## src/rtl/section_writer_n_pkg.sv

```systemverilog
// Shared types for the section writer: the two sections the output FSM alternates between.
package section_writer_n_types;

    typedef enum logic {
        SECTION_A = 1'b0,
        SECTION_B = 1'b1
    } SECTIONS;

endpackage

```

## src/rtl/section_writer_n_out_port_reg.sv

```systemverilog
// One output port: a data register with a valid (notify) flag.
// load captures new data and raises notify; clear drops notify but keeps the data.
module out_port_reg #(
    parameter int             W          = 32,
    parameter logic [W-1:0]   RST_DATA   = '0,
    parameter logic           RST_NOTIFY = 1'b0
) (
    input  logic         clk,
    input  logic         rst,
    input  logic         load,
    input  logic         clear,
    input  logic [W-1:0] load_data,
    output logic [W-1:0] data,
    output logic         notify
);

    logic [W-1:0] data_q, data_d;
    logic         notify_q, notify_d;

    always_comb begin
        data_d   = data_q;
        notify_d = notify_q;
        if (load) begin
            data_d   = load_data;
            notify_d = 1'b1;
        end else if (clear) begin
            notify_d = 1'b0;
        end
    end

    always_ff @(posedge clk) begin
        if (rst) begin
            data_q   <= RST_DATA;
            notify_q <= RST_NOTIFY;
        end else begin
            data_q   <= data_d;
            notify_q <= notify_d;
        end
    end

    assign data   = data_q;
    assign notify = notify_q;

endmodule

```

## src/rtl/section_writer_n.sv

```systemverilog
// Round-robin writer: the unsigned counter goes to channels 0..N-1 in turn, then the
// signed counter goes to b_out2, repeating. Exactly one notify is high at any time.
module section_writer_n
    import section_writer_n_types::*;
#(
    parameter int           W      = 32,
    parameter int           N      = 2,
    parameter int           STEP   = 1,
    parameter logic [W-1:0] INIT_U = 13,
    parameter int           INIT_S = -7
) (
    input  logic           clk,
    input  logic           rst,
    output logic [N*W-1:0] b_out,
    input  logic [N-1:0]   b_out_sync,
    output logic [N-1:0]   b_out_notify,
    output logic [W-1:0]   b_out2,
    input  logic           b_out2_sync,
    output logic           b_out2_notify
);

    localparam int CW = (N > 1) ? $clog2(N) : 1;

    SECTIONS       sec_q, sec_d;
    logic [W-1:0]  val_u_q, val_u_d;
    logic [W-1:0]  val_s_q, val_s_d;
    logic [CW-1:0] ch_q, ch_d;

    logic [N-1:0]  ld_u, clr_u;
    logic          ld_s, clr_s;
    logic [W-1:0]  u_data;
    logic          xfer_a, xfer_b;
    logic [CW-1:0] nxt_ch;

    // Only the notified port can complete a transfer; stray syncs are masked off.
    assign xfer_a = |(b_out_notify & b_out_sync);
    assign xfer_b = b_out2_notify & b_out2_sync;
    assign nxt_ch = ch_q + CW'(1);

    always_comb begin
        sec_d   = sec_q;
        val_u_d = val_u_q;
        val_s_d = val_s_q;
        ch_d    = ch_q;
        ld_u    = '0;
        clr_u   = '0;
        ld_s    = 1'b0;
        clr_s   = 1'b0;
        u_data  = val_u_q;
        case (sec_q)
            SECTION_A: begin
                if (xfer_a) begin
                    val_u_d = val_u_q + W'(STEP);
                    u_data  = val_u_d;
                    for (int i = 0; i < N; i++) begin
                        clr_u[i] = (ch_q == CW'(i));
                    end
                    if (ch_q == CW'(N - 1)) begin
                        ld_s  = 1'b1;
                        sec_d = SECTION_B;
                    end else begin
                        ch_d = nxt_ch;
                        for (int i = 0; i < N; i++) begin
                            ld_u[i] = (nxt_ch == CW'(i));
                        end
                    end
                end
            end
            SECTION_B: begin
                // Channel 0 restarts with the value already advanced by the last A transfer.
                if (xfer_b) begin
                    val_s_d  = val_s_q - W'(STEP);
                    clr_s    = 1'b1;
                    ch_d     = '0;
                    ld_u[0]  = 1'b1;
                    sec_d    = SECTION_A;
                end
            end
            default: sec_d = SECTION_A;
        endcase
    end

    always_ff @(posedge clk) begin
        if (rst) begin
            sec_q   <= SECTION_A;
            val_u_q <= INIT_U;
            val_s_q <= W'(INIT_S);
            ch_q    <= '0;
        end else begin
            sec_q   <= sec_d;
            val_u_q <= val_u_d;
            val_s_q <= val_s_d;
            ch_q    <= ch_d;
        end
    end

    genvar gi;
    generate
        for (gi = 0; gi < N; gi++) begin : g_ch
            out_port_reg #(
                .W          (W),
                .RST_DATA   ((gi == 0) ? INIT_U : {W{1'b0}}),
                .RST_NOTIFY ((gi == 0) ? 1'b1 : 1'b0)
            ) u_ch (
                .clk       (clk),
                .rst       (rst),
                .load      (ld_u[gi]),
                .clear     (clr_u[gi]),
                .load_data (u_data),
                .data      (b_out[gi*W +: W]),
                .notify    (b_out_notify[gi])
            );
        end
    endgenerate

    out_port_reg #(
        .W          (W),
        .RST_DATA   ({W{1'b0}}),
        .RST_NOTIFY (1'b0)
    ) u_out2 (
        .clk       (clk),
        .rst       (rst),
        .load      (ld_s),
        .clear     (clr_s),
        .load_data (val_s_q),
        .data      (b_out2),
        .notify    (b_out2_notify)
    );

endmodule

```

## config.mk

```make
export PLATFORM = sky130hd
export DESIGN_NAME = section_writer_n
export DESIGN_NICKNAME = d
export VERILOG_FILES = /design/src/rtl/section_writer_n_pkg.sv /design/src/rtl/section_writer_n_out_port_reg.sv /design/src/rtl/section_writer_n.sv
export SDC_FILE = /design/constraint.sdc
export NUM_CORES = 1
export LEC_CHECK = 0
export ABC_AREA = 1
export CORE_MARGIN = 2
export CORE_UTILIZATION = 59
export CTS_CLUSTER_SIZE = 8
export DETAILED_ROUTE_END_ITERATION = 16
export PLACE_DENSITY = 0.93
export SLEW_MARGIN = 40
export SYNTH_ARGS = -nofsm -noshare
export SYNTH_HDL_FRONTEND = slang
export SYNTH_SLANG_ARGS = --single-unit
```

## constraint.sdc

```tcl
create_clock -name clk -period 3.6 [get_ports clk]
set_input_delay 0.72 -clock clk [delete_from_list [all_inputs] [get_ports clk]]
set_output_delay 0.72 -clock clk [all_outputs]
set_load 0.03 [all_outputs]
```

; ---- After elaboration in Yosys (flattened, before gate mapping)
; Cells that the tools add are included.
; W data, S select, Z words.
[classes]
add_sub_neg = 3
n_eq_ne = 2
n_mux = 23
bitwise_logic = 5
n_reduce_logical = 6
[op_table]
columns = op, count
row1 = $mux W32, 2
row2 = $add A32 B1 Y32 const B, 1
row3 = $sub A32 B1 Y32 const B, 1
row4 = $mux W1, 14
row5 = $mux W2, 4
row6 = $pmux W1 S2, 3
row7 = $reduce_and A2 Y1, 2
row8 = $reduce_bool A2 Y1, 2
row9 = $reduce_or A2 Y1, 2
row10 = $not A1 Y1, 3
row11 = $and A2 B2 Y2, 1
row12 = $ne A2 B1 Y1 const B, 1
row13 = $ne A2 B2 Y1 const B, 1
row14 = $add A1 B1 Y1 const B, 1
row15 = $and A1 B1 Y1, 1
[totals]
ff_bits = 165
input_bits = 5
output_inout_bits = 99
wordCells = 49

; ---- Logic depth before layout (Yosys ltp)
[logic_depth]
depth_word = 6
depth_mapped = 11

; ---- Modules after synthesis
; A second synthesis with hierarchy kept.
[hier_totals]
hier_cells = 1024
hier_area_um2 = 7339.5
[modules_own_cells]
columns = mod, n_inst, cells_each, area_per_inst_um2
row1 = section_writer_n, 1, 536, 3570.9
row2 = out_port_reg (g_ch[1].u_ch ...), 2, 143, 1152.4
row3 = out_port_reg (g_ch[0].u_ch), 1, 202, 1463.9

; ---- Worst setup path before layout
; OpenSTA, ideal clock, no wires.
[synth_path]
kind = input to register
startpoint = input b_out_sync[0]
endpoint = register g_ch[1].u_ch.data_q[27]
setup_time_ns = 0.109
arrival_time_ns = 1.592
required_ns = 3.491
path_slack_ns = 1.899
cell_stages = 9
path_buffers = 2
path_cell_list = nand2_1 -> nand2_1 -> nand2_4 -> nor2_2 -> buf_2 -> buf_4 -> nand3_1 -> nand2_1 -> inv_1
[synth_between]
elab_chain_len = 4
elab_cells_between_ends = 6
classes_between = mux (4) / bitwise (1) / reduce/logical (1)
[synth_rtl]
columns = item, line
row1 = start: declaration, section_writer_n.sv:15  ; input logic [N-1:0] b_out_sync,
row2 = $and A2 B2 Y2 *, section_writer_n.sv:36  ; assign xfer_a = |(b_out_notify & b_out_sync);
row3 = $reduce_or A2 Y1 *, section_writer_n.sv:36
row4 = $mux W32 or $mux W2 (tied branches), section_writer_n.sv:52  ; if (xfer_a) begin
row5 = $mux W32 or $mux W1 (tied branches), section_writer_n.sv:50  ; case (sec_q)
row6 = end signal: assignment, section_writer_n_out_port_reg.sv:36  ; data_q <= data_d;
row7 = end: declaration, section_writer_n_out_port_reg.sv:17  ; logic [W-1:0] data_q, data_d;
; Mark *: on every way between the ends. The rest lies on a longest branch, timed or not.
; A chain may end at the register's enable or synchronous reset.

; ---- Final worst setup path
[layout_path]
startpoint = input b_out_sync[0]
endpoint = register u_out2.data_q[9] (netlist: u_out2.data[9])
[layout_between]
elab_chain_len = 4
[layout_rtl]
columns = item, line
row1 = $and A2 B2 Y2, section_writer_n.sv:36
row2 = $reduce_or A2 Y1, section_writer_n.sv:36
row3 = $mux W1, section_writer_n.sv:52
row4 = $mux W1, section_writer_n.sv:50
row5 = end signal: assignment, section_writer_n_out_port_reg.sv:36
row6 = end: declaration, section_writer_n_out_port_reg.sv:17
; No other way between the ends.

==> flow_summary.toml <==
[status]
outcome = "finished, final reports clean"

[floorplanning]
dieArea_mm2 = 0.0132
die_y_um = 115
ios = 104
chipWidth_um = 115
start_util_pct = 60.5
core_mm2 = 0.0120
fp-row-count = 40

[place]
routabilityCongestion = 0.979
dp_cells = 1219
pre_cts_ws_ns = 0.883
dp_hpwl_mm = 13.4
io_buffers = 103

[power]
cellInternalPower_mw = 3.50
p_clk_share_pct = 41.4
pwr-share-comb_pct = 16.7
swShare_pct = 27.7
seq_power_share_pct = 41.9
p_switching_mw = 1.34
power_density_mw_per_mm2 = 539
p_leak_nw = 3.79
ir_worst_vdd_uv = 339

[sta]
skew_ns = 0.0114
holdWs_ns = 0.461
tightest_slew_ns = 0.776
drv_slew = 0
period_minus_slack_ns = 2.35
min_period_over_period_pct = 65.3
slew_headroom_pct = 48.2
finalSetupViolCount = 0
rsz0062_at_grt = "false"
fmax_mhz = 426
final-hold-violation-count = 0
tns_ns = 0
worst_slack_ns = 1.25

[clock_tree]
htree_levels = 4
postCtsSetupRepairBufs = 0
cts_resized = 0
cts_tree = "done"
clock_path_buffers = 2
cts_buffers = 17
path_clk_slew_ns = 0.06
holdBufCountCts = 0
cts.sinks = 165
ctsRootBufferMaster = "clkbuf_16"
clk-insertion-delay-late_ns = 0.44

[routing]
via_per_inst = 5.55
ant_nets = 0
drt-total-wl_mm = 19.4
drc_errors = 0
via_count = 6942
drt-initial-drc-count = 738
wl_per_cell_um = 15.5
firstDrtPassIters = 6

[global_routing]
grt_max_degree = 65
grt_pass1_vias = 6500
overflow = 0
track_usage_pct = 29.6
antenna_found_initial = 0
grt_pass1_wl_mm = 31.0

[cells_and_area]
nets = 1098
postLayoutCoreUtil_pct = 74.8
final_cell_count_no_fill = 1251
layout-drive-gt1-share_pct = 6.97
area_growth_pct = 23.6
fillers = 861
regArea_mm2 = 0.00330
multi_input_area_mm2 = 0.00315
insertedDiodeCount = 0

[synthesis]
synth_cell_types = 43
synthTopCellsByArea = "dfxtp_1 45%, nand2_1 10%, inv_1 8.4%"
yosys.area.top_type = "dfxtp_1"
ys_warn_count = 0
synth_top_area_share_pct = 45.4
syn_area_per_cell_um2 = 7.25
syn_area_mm2 = 0.00727
synth_seq_cells = 165
synth_nets = 1009
ys_seq_area_share_pct = 45.4
synthCells = 1002

[setup_path]
reg2reg_slack_ns = 1.50
worstPathRequired_ns = 3.93
cp-end-kind = "flip-flop"
crit_arrival_ns = 2.68
timing.critical_path.from = "b_out_sync[0]"
critPathMaxFanout = 34
startpoint_type = "input pin"
path_class = "input pin to flip-flop"
regToRegStartpoint = "sec_q"

[run]
drv_cap = 0

[min_path]
hold_path.class = "flip-flop to flip-flop"
hp-start = "g_ch[0].u_ch.data[3]"
-- layout by cell type (no fill, tap or decap), types with 6 or more instances in the layout --
cell             instances
buf_4                    6
nor3_1                   7
nor2_1                  95
clkbuf_16               17
nand2_1                202
xor2_1                  10
nor2_2                  13
a21oi_1                 55
o21bai_1                12
o21ai_0                 40
dfxtp_1                165
nand3_1                 80
clkdlybuf4s50_1        102
xnor2_1                  6
o22ai_1                 32
o21a_1                  13
nand4_1                 19
inv_1                  163
nand2_2                  6
-- registers in the layout (all words and copies together), names as in the netlist --
register,count
ch_q,1
g_ch.u_ch.data,64
g_ch.u_ch.notify,2
sec_q,1
u_out2.data,32
u_out2.notify,1
val_s_q,32
val_u_q,32
-- final cells by class --
type                    count  area share, %
flip-flops and latches    165           36.8
multi-input cells         630           35.0
clock buffers              20           4.97
repair buffers            109           11.9
inverters                 168           7.05
well taps                 147           2.05
clock inverters            12           2.20
-- final timing paths --
| check | depth (start not counted) | end |
|---|---|---|
| min | 2 | g_ch[0].u_ch.data[3] |
| max | 7 | u_out2.data[9] |
| min reg2reg | 2 | g_ch[0].u_ch.data[3] |
| max reg2reg | 10 | val_s_q[26] |
-- per-stage QoR --
step                instance area, um^2  power, mW
CTS                                8980       4.84
detailed placement                 8340       2.86
finish                             8980       4.84
global placement                   8340       2.84
floorplan                          7270       2.58
global route                       8980       4.98
-- layer usage --
| metal | vias to the layer above | share of wire [%] | wire [um] | track usage (%) |
|---|---|---|---|---|
| met5 | - | 0 | 0 | 0 |
| met4 | 0 | 3.0 | 578 | 11.7 |
| met3 | 58 | 7.2 | 1390 | 6.06 |
| met2 | 304 | 47 | 9170 | 49.5 |
| met1 | 3204 | 42 | 8220 | 37.6 |
| li1 | 3376 | - | - | - |
-- critical path: stages --
cell	delay (ns)
clkdlybuf4s50_1	0.46
nand2_1	0.06
nand2_1	0.12
nand2_4	0.19
inv_2	0.13
nand3_2	0.53
o22ai_1	0.45
-- power groups by stage --
stage / Sequential [mW] / Clock (mW) / Combinational [mW]
after detailed placement: 2.06 / 0 / 0.799
after global placement: 2.06 / 0 / 0.779
after floorplan: 2.26 / 0 / 0.319
after CTS: 2.03 / 2.00 / 0.809
after global routing: 2.04 / 2.07 / 0.864
final: 2.03 / 2.00 / 0.808
-- cell usage after synthesis, drive strengths merged --
library cell and count:
a21o 1, a21oi 55, and2 3, buf 22
clkbuf 17, clkinv 1, dfxtp 165, ha 2
inv 167, nand2 209, nand3 84, nand3b 5
nand4 20, nor2 112, nor3 10, o211ai 4
o21a 13, o21ai 47, o21bai 13, o22a 1
o22ai 32, o31ai 1, or2 2, xnor2 6
xor2 10
-- logic make-up after synthesis --
kind of cell,count (synthesis),synth area share [%]
AOI/OAI and AO/OA,167,13.3
and+or+nand+nor,445,27.6
xor gates and xnor gates,16,1.93
DFF,165,45.4
adders and majority gates,2,0.344
buffers and inverters,207,11.3
(Power assumes the default switching activity.)
